--- src/rtl/sqrt_pkg.sv ---
// Shared definitions for the square-root stream adapter: FSM encoding,
// default widths and the bypass threshold for trivial operands.
package sqrt_pkg;

    typedef enum logic [1:0] {
        IDLE  = 2'b00,
        START = 2'b01,
        RUN   = 2'b11,
        CLEAR = 2'b10
    } state_e;

    localparam int DEFAULT_DATA_W  = 16;
    localparam int DEFAULT_TIMEOUT = 40;
    localparam int BYPASS_LIMIT    = 2;

endpackage

--- src/rtl/sqrt_in_fifo.sv ---
// Two-entry operand FIFO. The caller only pushes when count_o < 2 and only
// pops when count_o > 0; the head is always the oldest entry.
module sqrt_in_fifo
    import sqrt_pkg::*;
#(
    parameter int DATA_W = DEFAULT_DATA_W
) (
    input  logic              clk,
    input  logic              rst,
    input  logic              push_i,
    input  logic              pop_i,
    input  logic [DATA_W-1:0] data_i,
    output logic [DATA_W-1:0] head_o,
    output logic [1:0]        count_o
);

    logic [DATA_W-1:0] mem_q [2];
    logic              wr_ptr_q;
    logic              rd_ptr_q;
    logic [1:0]        count_q;

    // NOTE: the storage array is deliberately not reset; count_q alone decides
    // whether an entry is live, so stale data can never be observed.
    always_ff @(posedge clk) begin
        if (push_i) begin
            mem_q[wr_ptr_q] <= data_i;
        end
    end

    // NOTE: sequential state uses non-blocking assignments so every register
    // samples the pre-edge values of its neighbours.
    always_ff @(posedge clk or posedge rst) begin
        if (rst) begin
            wr_ptr_q <= 1'b0;
            rd_ptr_q <= 1'b0;
            count_q  <= 2'd0;
        end else begin
            if (push_i) wr_ptr_q <= ~wr_ptr_q;
            if (pop_i)  rd_ptr_q <= ~rd_ptr_q;
            case ({push_i, pop_i})
                2'b10:   count_q <= count_q + 2'd1;
                2'b01:   count_q <= count_q - 2'd1;
                default: count_q <= count_q;
            endcase
        end
    end

    assign head_o  = mem_q[rd_ptr_q];
    assign count_o = count_q;

endmodule

--- src/rtl/sqrt_stream_adapter.sv ---
// Valid/ready wrapper around the iterative square-root core: buffers operands,
// launches the core one at a time, times out hung runs and streams results.
module sqrt_stream_adapter
    import sqrt_pkg::*;
#(
    parameter int DATA_W  = DEFAULT_DATA_W,
    parameter int ROOT_W  = DATA_W / 2,
    parameter int CNT_W   = 8,
    parameter int TIMEOUT = DEFAULT_TIMEOUT
) (
    input  logic              clk,
    input  logic              rst,
    input  logic              in_valid_i,
    output logic              in_ready_o,
    input  logic [DATA_W-1:0] in_data_i,
    output logic              core_start_o,
    output logic [DATA_W-1:0] core_operand_o,
    output logic              core_clr_o,
    input  logic              core_done_i,
    input  logic [ROOT_W-1:0] core_root_i,
    output logic              out_valid_o,
    input  logic              out_ready_i,
    output logic [ROOT_W-1:0] out_root_o,
    output logic              out_err_o,
    output logic [CNT_W-1:0]  out_cycles_o
);

    state_e            state_q, state_d;
    logic [CNT_W-1:0]  cnt_q, cnt_d;
    logic [DATA_W-1:0] operand_q, operand_d;
    logic              start_q, start_d;
    logic              clr_q, clr_d;
    logic              out_valid_q, out_valid_d;
    logic [ROOT_W-1:0] out_root_q, out_root_d;
    logic              out_err_q, out_err_d;
    logic [CNT_W-1:0]  out_cycles_q, out_cycles_d;

    logic              push, pop;
    logic [DATA_W-1:0] head;
    logic [1:0]        count;
    logic              slot_free;

    assign in_ready_o = (count != 2'd2);
    assign push       = in_valid_i & in_ready_o;
    assign slot_free  = ~out_valid_q | out_ready_i;

    sqrt_in_fifo #(.DATA_W(DATA_W)) u_fifo (
        .clk     (clk),
        .rst     (rst),
        .push_i  (push),
        .pop_i   (pop),
        .data_i  (in_data_i),
        .head_o  (head),
        .count_o (count)
    );

    // NOTE: every signal written here gets a default first, so no path through
    // the case statement can leave one unassigned and infer a latch.
    always_comb begin
        state_d      = state_q;
        cnt_d        = cnt_q;
        operand_d    = operand_q;
        start_d      = 1'b0;
        clr_d        = 1'b0;
        pop          = 1'b0;
        out_valid_d  = out_valid_q & ~out_ready_i;
        out_root_d   = out_root_q;
        out_err_d    = out_err_q;
        out_cycles_d = out_cycles_q;

        case (state_q)
            IDLE: begin
                if (count != 2'd0 && slot_free) begin
                    pop = 1'b1;
                    // Roots of 0 and 1 are the operands themselves.
                    if (head < DATA_W'(BYPASS_LIMIT)) begin
                        out_valid_d  = 1'b1;
                        out_root_d   = {{(ROOT_W-1){1'b0}}, head[0]};
                        out_err_d    = 1'b0;
                        out_cycles_d = '0;
                    end else begin
                        operand_d = head;
                        start_d   = 1'b1;
                        state_d   = START;
                    end
                end
            end
            START: begin
                cnt_d   = CNT_W'(1);
                state_d = RUN;
            end
            RUN: begin
                if (core_done_i) begin
                    out_valid_d  = 1'b1;
                    out_root_d   = core_root_i;
                    out_err_d    = 1'b0;
                    out_cycles_d = cnt_q;
                    state_d      = IDLE;
                end else if (cnt_q == CNT_W'(TIMEOUT)) begin
                    out_valid_d  = 1'b1;
                    out_root_d   = '0;
                    out_err_d    = 1'b1;
                    out_cycles_d = CNT_W'(TIMEOUT);
                    clr_d        = 1'b1;
                    state_d      = CLEAR;
                end else begin
                    cnt_d = cnt_q + CNT_W'(1);
                end
            end
            CLEAR: begin
                state_d = IDLE;
            end
            default: begin
                state_d = IDLE;
            end
        endcase
    end

    always_ff @(posedge clk or posedge rst) begin
        if (rst) begin
            state_q      <= IDLE;
            cnt_q        <= '0;
            operand_q    <= '0;
            start_q      <= 1'b0;
            clr_q        <= 1'b0;
            out_valid_q  <= 1'b0;
            out_root_q   <= '0;
            out_err_q    <= 1'b0;
            out_cycles_q <= '0;
        end else begin
            state_q      <= state_d;
            cnt_q        <= cnt_d;
            operand_q    <= operand_d;
            start_q      <= start_d;
            clr_q        <= clr_d;
            out_valid_q  <= out_valid_d;
            out_root_q   <= out_root_d;
            out_err_q    <= out_err_d;
            out_cycles_q <= out_cycles_d;
        end
    end

    assign core_start_o   = start_q;
    assign core_operand_o = operand_q;
    assign core_clr_o     = clr_q;
    assign out_valid_o    = out_valid_q;
    assign out_root_o     = out_root_q;
    assign out_err_o      = out_err_q;
    assign out_cycles_o   = out_cycles_q;

endmodule
--- config.mk ---
export PLATFORM = sky130hd
export DESIGN_NAME = sqrt_stream_adapter
export DESIGN_NICKNAME = d
export VERILOG_FILES = /design/src/rtl/sqrt_pkg.sv /design/src/rtl/sqrt_in_fifo.sv /design/src/rtl/sqrt_stream_adapter.sv
export SDC_FILE = /design/constraint.sdc
export NUM_CORES = 1
export LEC_CHECK = 0
export ABC_AREA = 1
export CAP_MARGIN = 20
export CORE_MARGIN = 3
export CORE_UTILIZATION = 55
export DETAILED_ROUTE_END_ITERATION = 8
export PLACE_DENSITY = 0.83
export SLEW_MARGIN = 25
export SYNTH_ARGS = -nofsm -noshare
export SYNTH_HDL_FRONTEND = slang
export SYNTH_SLANG_ARGS = --single-unit
export TNS_END_PERCENT = 20
--- constraint.sdc ---
create_clock -name clk -period 4.9 [get_ports clk]
set_clock_uncertainty 0.2 [all_clocks]
set_input_delay 0.98 -clock clk [delete_from_list [all_inputs] [get_ports clk]]
set_output_delay 0.98 -clock clk [all_outputs]
set_load 0.02 [all_outputs]
==> impl_metrics.env <==
export IMPL_crit_required_ps=3720
export IMPL_fillers=495
export IMPL_vdd_drop_max_mv=0.319
export IMPL_firstDrtPassIters=4
export IMPL_nets=498
export IMPL_finalSetupViolCount=0
export IMPL_swShare_pct=42.0
export IMPL_place_gp_congestion=0.925
export IMPL_grtUsageTotal_pct=21.6
export IMPL_critPathCapture="in_ready_o"
export IMPL_grt_overflow=0
export IMPL_drt_iter0_markers=192
export IMPL_numCtsBuffers=9
export IMPL_placed_area_um2=4370
export IMPL_dieHeight_um=88.0
export IMPL_synth_distinct_cells=27
export IMPL_max_stage_delay_ps=610
export IMPL_r2r_end="core_operand_o[12]"
export IMPL_p_int_w=0.00154
export IMPL_cts_resized_gates=0
export IMPL_critPathLaunchType="flip-flop"
export IMPL_slew_violations=0
export IMPL_clkSlewWorstSetupHoldPaths_ps=80
export IMPL_hold_class="reg2reg"
export IMPL_yosys_warnings=0
export IMPL_cap_violations=0
export IMPL_yosys_top_cells_area="dfrtp_1, edfxtp_1, nand2_1"
export IMPL_final_cell_mix="nand2_1, clkdlybuf4s50_1, dfrtp_1"
export IMPL_holdWs_ps=278
export IMPL_ff2ff_path_depth=11
export IMPL_cts_buffer_depth=2
export IMPL_fp_dieW_um=88.0
export IMPL_insertedDiodeCount=0
export IMPL_dp_hpwl_um=5500
export IMPL_area_growth_pct=22.5
export IMPL_initial_core_util_pct=57.6
export IMPL_p_per_area_nw_per_um2=586
export IMPL_drc_errors=0
export IMPL_grt_max_degree=51
export IMPL_status="completed"
export IMPL_root_buffer="clkbuf_8"
export IMPL_period_minus_slack_ps=2700
export IMPL_rows=29
export IMPL_worstSkewPairLatency_ps=340
export IMPL_dieArea_um2=7750
export IMPL_cts_htree_levels=3
export IMPL_final_common_cell="nand2_1"
export IMPL_fin_crit_sh_pct=55.1
export IMPL_vias=2825
export IMPL_viasPerCell=5.18
export IMPL_rsz0062_at_grt="no"
export IMPL_final_area_um2=4540
export IMPL_drive_gt1_share_pct=8.55
export IMPL_power_switching_w=0.00112
export IMPL_cpMaxStageDelayCell="clkdlybuf4s50_1"
export IMPL_crit_start="u_fifo.count_o[0]"
export IMPL_synth_top_area_cell="dfrtp_1"
export IMPL_fmax_ghz=0.371
export IMPL_p_leak_nw=2.12
export IMPL_multi_input_area_um2=1250
export IMPL_grt_pass1_wl_um=13000
export IMPL_synth_top_cell_area_share_pct=33.8
export IMPL_ys_seq_area_share_pct=59.7
export IMPL_pwr_share_clk_pct=15.8
export IMPL_syn_avg_cell_area_um2=9.28
export IMPL_tns_ps=0
export IMPL_combinationalPowerShare_pct=44.0
export IMPL_tightest_slew_ps=835
export IMPL_grt_pass1_vias=2798
export IMPL_synth_fp_nets=434
export IMPL_r2r_setup_slack_ps=2240
export IMPL_avgRoutedWirePerCell_um=13.9
export IMPL_post_cts_buffers=0
export IMPL_core_um2=6420
export IMPL_wl_um=7570
export IMPL_clock_sinks=82
export IMPL_arrival_ps=1520
export IMPL_grt_antenna_before_repair=0
export IMPL_crit_chain="inv_1 > nand2_1 > clkdlybuf4s50_1"
export IMPL_ant_nets=0
export IMPL_synthesis_area_um2=3700
export IMPL_cp_max_fo=4
export IMPL_slew_headroom_pct=44.2
export IMPL_hold_violations=0
export IMPL_cts_tree="built"
export IMPL_hold_buffers=0
export IMPL_r2r_start="u_fifo.rd_ptr_q"
export IMPL_synthCells=399
export IMPL_end_kind="output pin"
export IMPL_criticalPathCategory="reg2out"
export IMPL_ys_seq_elements=82
export IMPL_pin_count=66
export IMPL_register_area_um2=2210
export IMPL_seq_power_share_pct=40.2
export IMPL_port_buffers=65
## cell type report
| type | instances | share of cell area [%] |
|---|---|---|
| sequential | 82 | 48.8 |
| multi-input combinational | 267 | 27.6 |
| timing repair buffer | 67 | 14.7 |
| inverter | 36 | 3.06 |
| clock buffer | 9 | 2.73 |
| tap | 77 | 2.12 |
| clock inverter | 7 | 0.993 |
## worst min path at each step
stage                      start                 to  slack, ps  cells after the start
5_1_grt            out_root_o[3]      out_root_o[3]        310                      2
3_3_place_gp       out_root_o[4]      out_root_o[4]        260                      2
2_1_floorplan  u_fifo.count_o[0]  u_fifo.count_o[0]        270                      1
4_1_cts            out_root_o[5]      out_root_o[5]        280                      2
6_report           out_root_o[5]      out_root_o[5]        280                      2
3_5_place_dp       out_root_o[5]      out_root_o[5]        260                      2
## cell usage after synthesis
library cell,instances
nand2_1,141
dfrtp_1,50
nor2_1,38
inv_1,33
edfxtp_1,32
nand3_1,26
o21ai_0,15
nand2_2,12
a21oi_1,6
ha_1,6
nand4_1,6
buf_2,4
buf_6,4
xor2_1,4
buf_4,3
clkbuf_1,3
nor2_4,3
inv_2,2
nand2_4,2
nor3_1,2
a21boi_0,1
inv_4,1
mux2i_1,1
nand2_8,1
o21ai_1,1
or2_2,1
xnor2_1,1
## registers in the layout, summed over array words and instances (netlist names)
name	flops
cnt_q	8
core_clr_o	1
core_operand_o	16
core_start_o	1
out_cycles_o	8
out_err_o	1
out_root_o	8
out_valid_o	1
state_q	2
u_fifo.count_o	2
u_fifo.mem_q	32
u_fifo.rd_ptr_q	1
u_fifo.wr_ptr_q	1
## kinds of logic (layout without fill, tap and decap cells)
| kind of cell | count (synthesis) | count (layout) | synth area share (%) |
|---|---|---|---|
| AND/OR/NAND/NOR | 232 | 232 | 27.2 |
| flip-flops | 82 | 82 | 59.7 |
| buffers and inverters | 50 | 119 | 6.39 |
| AO/OA/AOI/OAI | 23 | 23 | 3.18 |
| adder cells (fa/ha/maj) | 6 | 6 | 2.03 |
| XOR/XNOR | 5 | 5 | 1.18 |
| multiplexers | 1 | 1 | 0.270 |
## routing by layer
metal	up-vias	global-route usage (%)	routed length [um]
met5	-	0	0
met4	0	5.91	147
met3	16	5.55	372
met2	78	35.2	3720
met1	1346	29.1	3330
li1	1385	-	-
## worst max-delay path: cells and delay by family (launching register included)
kind | cells | cell delay (ps)
simple gates | 1 | 100
flops | 1 | 400
buf+inv | 2 | 680
## power groups by stage
stage          registers, W  clock network (W)  logic [W]
2_1_floorplan       0.00116                  0   0.000726
3_3_place_gp        0.00107                  0    0.00113
3_5_place_dp        0.00108                  0    0.00118
4_1_cts             0.00107           0.000427    0.00118
5_1_grt             0.00109           0.000469    0.00131
6_report            0.00107           0.000419    0.00117
## per-stage QoR
| stage | power, W | utilization (%) | std cells | setup slack, ps |
|---|---|---|---|---|
| after floorplan | 0.00188 | - | 399 | 2510 |
| after global placement | 0.00220 | 68.0 | 529 | 1970 |
| after detailed placement | 0.00225 | 68.0 | 529 | 1890 |
| after CTS | 0.00267 | 70.6 | 545 | 2180 |
| after global routing | 0.00288 | 70.6 | 545 | 1960 |
| final | 0.00266 | 70.6 | 545 | 2200 |
Power figures use the tool's default switching activity.
==> edit (same flow settings) <==
Set the package constant `DEFAULT_DATA_W` to 32 (it was 16).
--- a/src/rtl/sqrt_pkg.sv
+++ b/src/rtl/sqrt_pkg.sv
@@ -9,7 +9,7 @@
         CLEAR = 2'b10
     } state_e;
 
-    localparam int DEFAULT_DATA_W  = 16;
+    localparam int DEFAULT_DATA_W  = 32;
     localparam int DEFAULT_TIMEOUT = 40;
     localparam int BYPASS_LIMIT    = 2;
 
Interface: changed (resized core_operand_o, core_root_i, in_data_i and out_root_o); port bits go from 66 to 114. The function was not compared with the original's and may differ.
==> edit against the original RTL <==
  * Critical path depth did not move
  * Synthesized area rose by 61%
  * Power rose by 86%
  * Sequential cell count up 56
  * Final area increased by 70%
  * Setup slack worse by 0.21 ns
  * Largest power group unchanged
  * Wire length is 76% higher
  * Sequential power rose by 66%
  * Critical endpoint unchanged
==> edit: results (changes against the original RTL) <==
Post-CTS Resized=0 (unchanged); first-pass GRT wire length=21090 um (was 13000 um); worst hold path type=reg2reg (unchanged); Post-synth ARST share=53.62% (was 60.98%); critical path arrival=1.73 ns (was 1.52 ns); vias in the first global route=4635 (was 2798); # placed instances=850 (was 529); setup bufs post-CTS=0 (unchanged); CTS H-tree lvls=4 (was 3); antenna violations before repair=0 (unchanged); number of flops mapped to enable cells by yosys=64 (was 32); Yosys warnings=0 (unchanged); post-synth net total=680 (was 434); drt wl/cell=15.12 um (was 13.88 um); CP top delay family=buffers and inverters (unchanged); ANT cells=0 (unchanged); worst skew pair latency=0.52 ns (was 0.34 ns); max reg flops=64 (was 32); Max Buffers Root-to-Sink=2 (unchanged); worst-margin pin slew=0.9915 ns (was 0.8353 ns); Worst IR Drop VDD=0.0003116 V (was 0.0003186 V); Post-synth top cells=204 x nand2_1, 89 x inv_1, 74 x dfrtp_1 (was 141 x nand2_1, 50 x dfrtp_1, 38 x nor2_1); Netlist cell types=25 (was 27); clk root buf=clkbuf_8 (unchanged); share of layout cells above drive strength 1=6.166% (was 8.547%); largest net degree at the start of global routing=65 (was 51); static leakage=3.579 nW (was 2.124 nW); pre-CTS setup slack=1.585 ns (was 1.894 ns); Num CTS Buffers=17 (was 9); PortBufs=113 (was 65); crit path max fanout=4 (unchanged); CP max stage delay=0.64 ns (was 0.61 ns); Post-DP Area=7108 sq um (was 4365 sq um); register area share after synthesis=63.18% (was 59.75%); dominant cells by area after synthesis=edfxtp_1 32%, dfrtp_1 31%, nand2_1 13% (was dfrtp_1 34%, edfxtp_1 26%, nand2_1 14%); Post-Synthesis Cells=621 (was 399); layout net count=792 (was 498); hpwl dp=8701 um (was 5502 um); clk slew on worst S/H paths=0.06 ns (was 0.08 ns); DR vias/cell=5.200 (was 5.183); global placement routability congestion=0.8746 (was 0.9246); drt initial violations=361 (was 192); Global Route Usage Sum=22.82% (was 21.64%); Switch Pwr=1.874 mW (was 1.116 mW); outcome=finished clean (unchanged); via count=4586 (was 2825); First-pass DRT Iterations=7 (was 4); slowest stage cell, crit path=clkdlybuf4s50_1 (unchanged); Top FF cell, synth=dfrtp_1 (unchanged); Top reg by flops=u_fifo.mem_q (unchanged)
[edit: cell type report]
type                            instances  area (sq um)
Clock buffer                           19         431.7
Clock inverter                         13         168.9
Fill cell                             695          2754
Inverter                               90         341.6
Multi-Input combinational cell        369          1662
Sequential cell                       138          3774
Tap cell                              136         170.2
Timing Repair Buffer                  117          1161
[edit: final timing paths]
| check | start | to | slack (ns) | depth (start not counted) |
|---|---|---|---|---|
| hold reg to reg | out_root_o[5]$_DFFE_PP0P_ | out_root_o[5]$_DFFE_PP0P_ | 0.27 | 2 |
| max in group asynchronous | rst | cnt_q[2]$_DFFE_PP0P_ | 2.88 | 3 |
| setup / recovery | u_fifo.count_o[0]$_DFFE_PP0P_ | in_ready_o | 1.99 | 3 |
| hold / removal | out_root_o[5]$_DFFE_PP0P_ | out_root_o[5]$_DFFE_PP0P_ | 0.27 | 2 |
| setup reg to reg | u_fifo.rd_ptr_q$_DFFE_PP0P_ | core_operand_o[1]$_DFFE_PP0P_ | 2.02 | 13 |
| min in group asynchronous | rst | out_root_o[8]$_DFFE_PP0P_ | 0.75 | 2 |
[edit: tightest hold or removal path: stages (launching register included)]
cell	delay, ns
dfrtp_1	0.34
nand2_1	0.05
nand2_1	0.04
[edit: routing by layer]
layer,up-vias,GRT usage [%],routed length (um)
li1,2183,-,-
met1,2193,26.75,5363
met2,180,39.17,6859
met3,30,6.756,857
met4,0,9.587,255
met5,-,0,0
[edit: logic make-up (layout without fill, tap and decap cells)]
logic type                 count (synthesis)  after routing  synth area share [%]
xor gates and xnor gates                   5              5                0.7331
muxes                                      1              1                0.1676
and+or+nand+nor                          294            294                 20.15
AOI/OAI and AO/OA                         63             63                 5.341
adders and majority gates                  6              6                 1.257
DFF                                      138            138                 63.18
buffers and inverters                    114            239                 9.175
[edit: power groups by stage]
stage | Combinational [mW] | Clock (mW) | Sequential [mW]
after global placement | 1.79 | 0 | 1.78
after floorplan | 1.06 | 0 | 1.99
after CTS | 1.89 | 1.29 | 1.78
after global routing | 2.08 | 1.35 | 1.81
after detailed placement | 1.86 | 0 | 1.79
final | 1.88 | 1.28 | 1.78
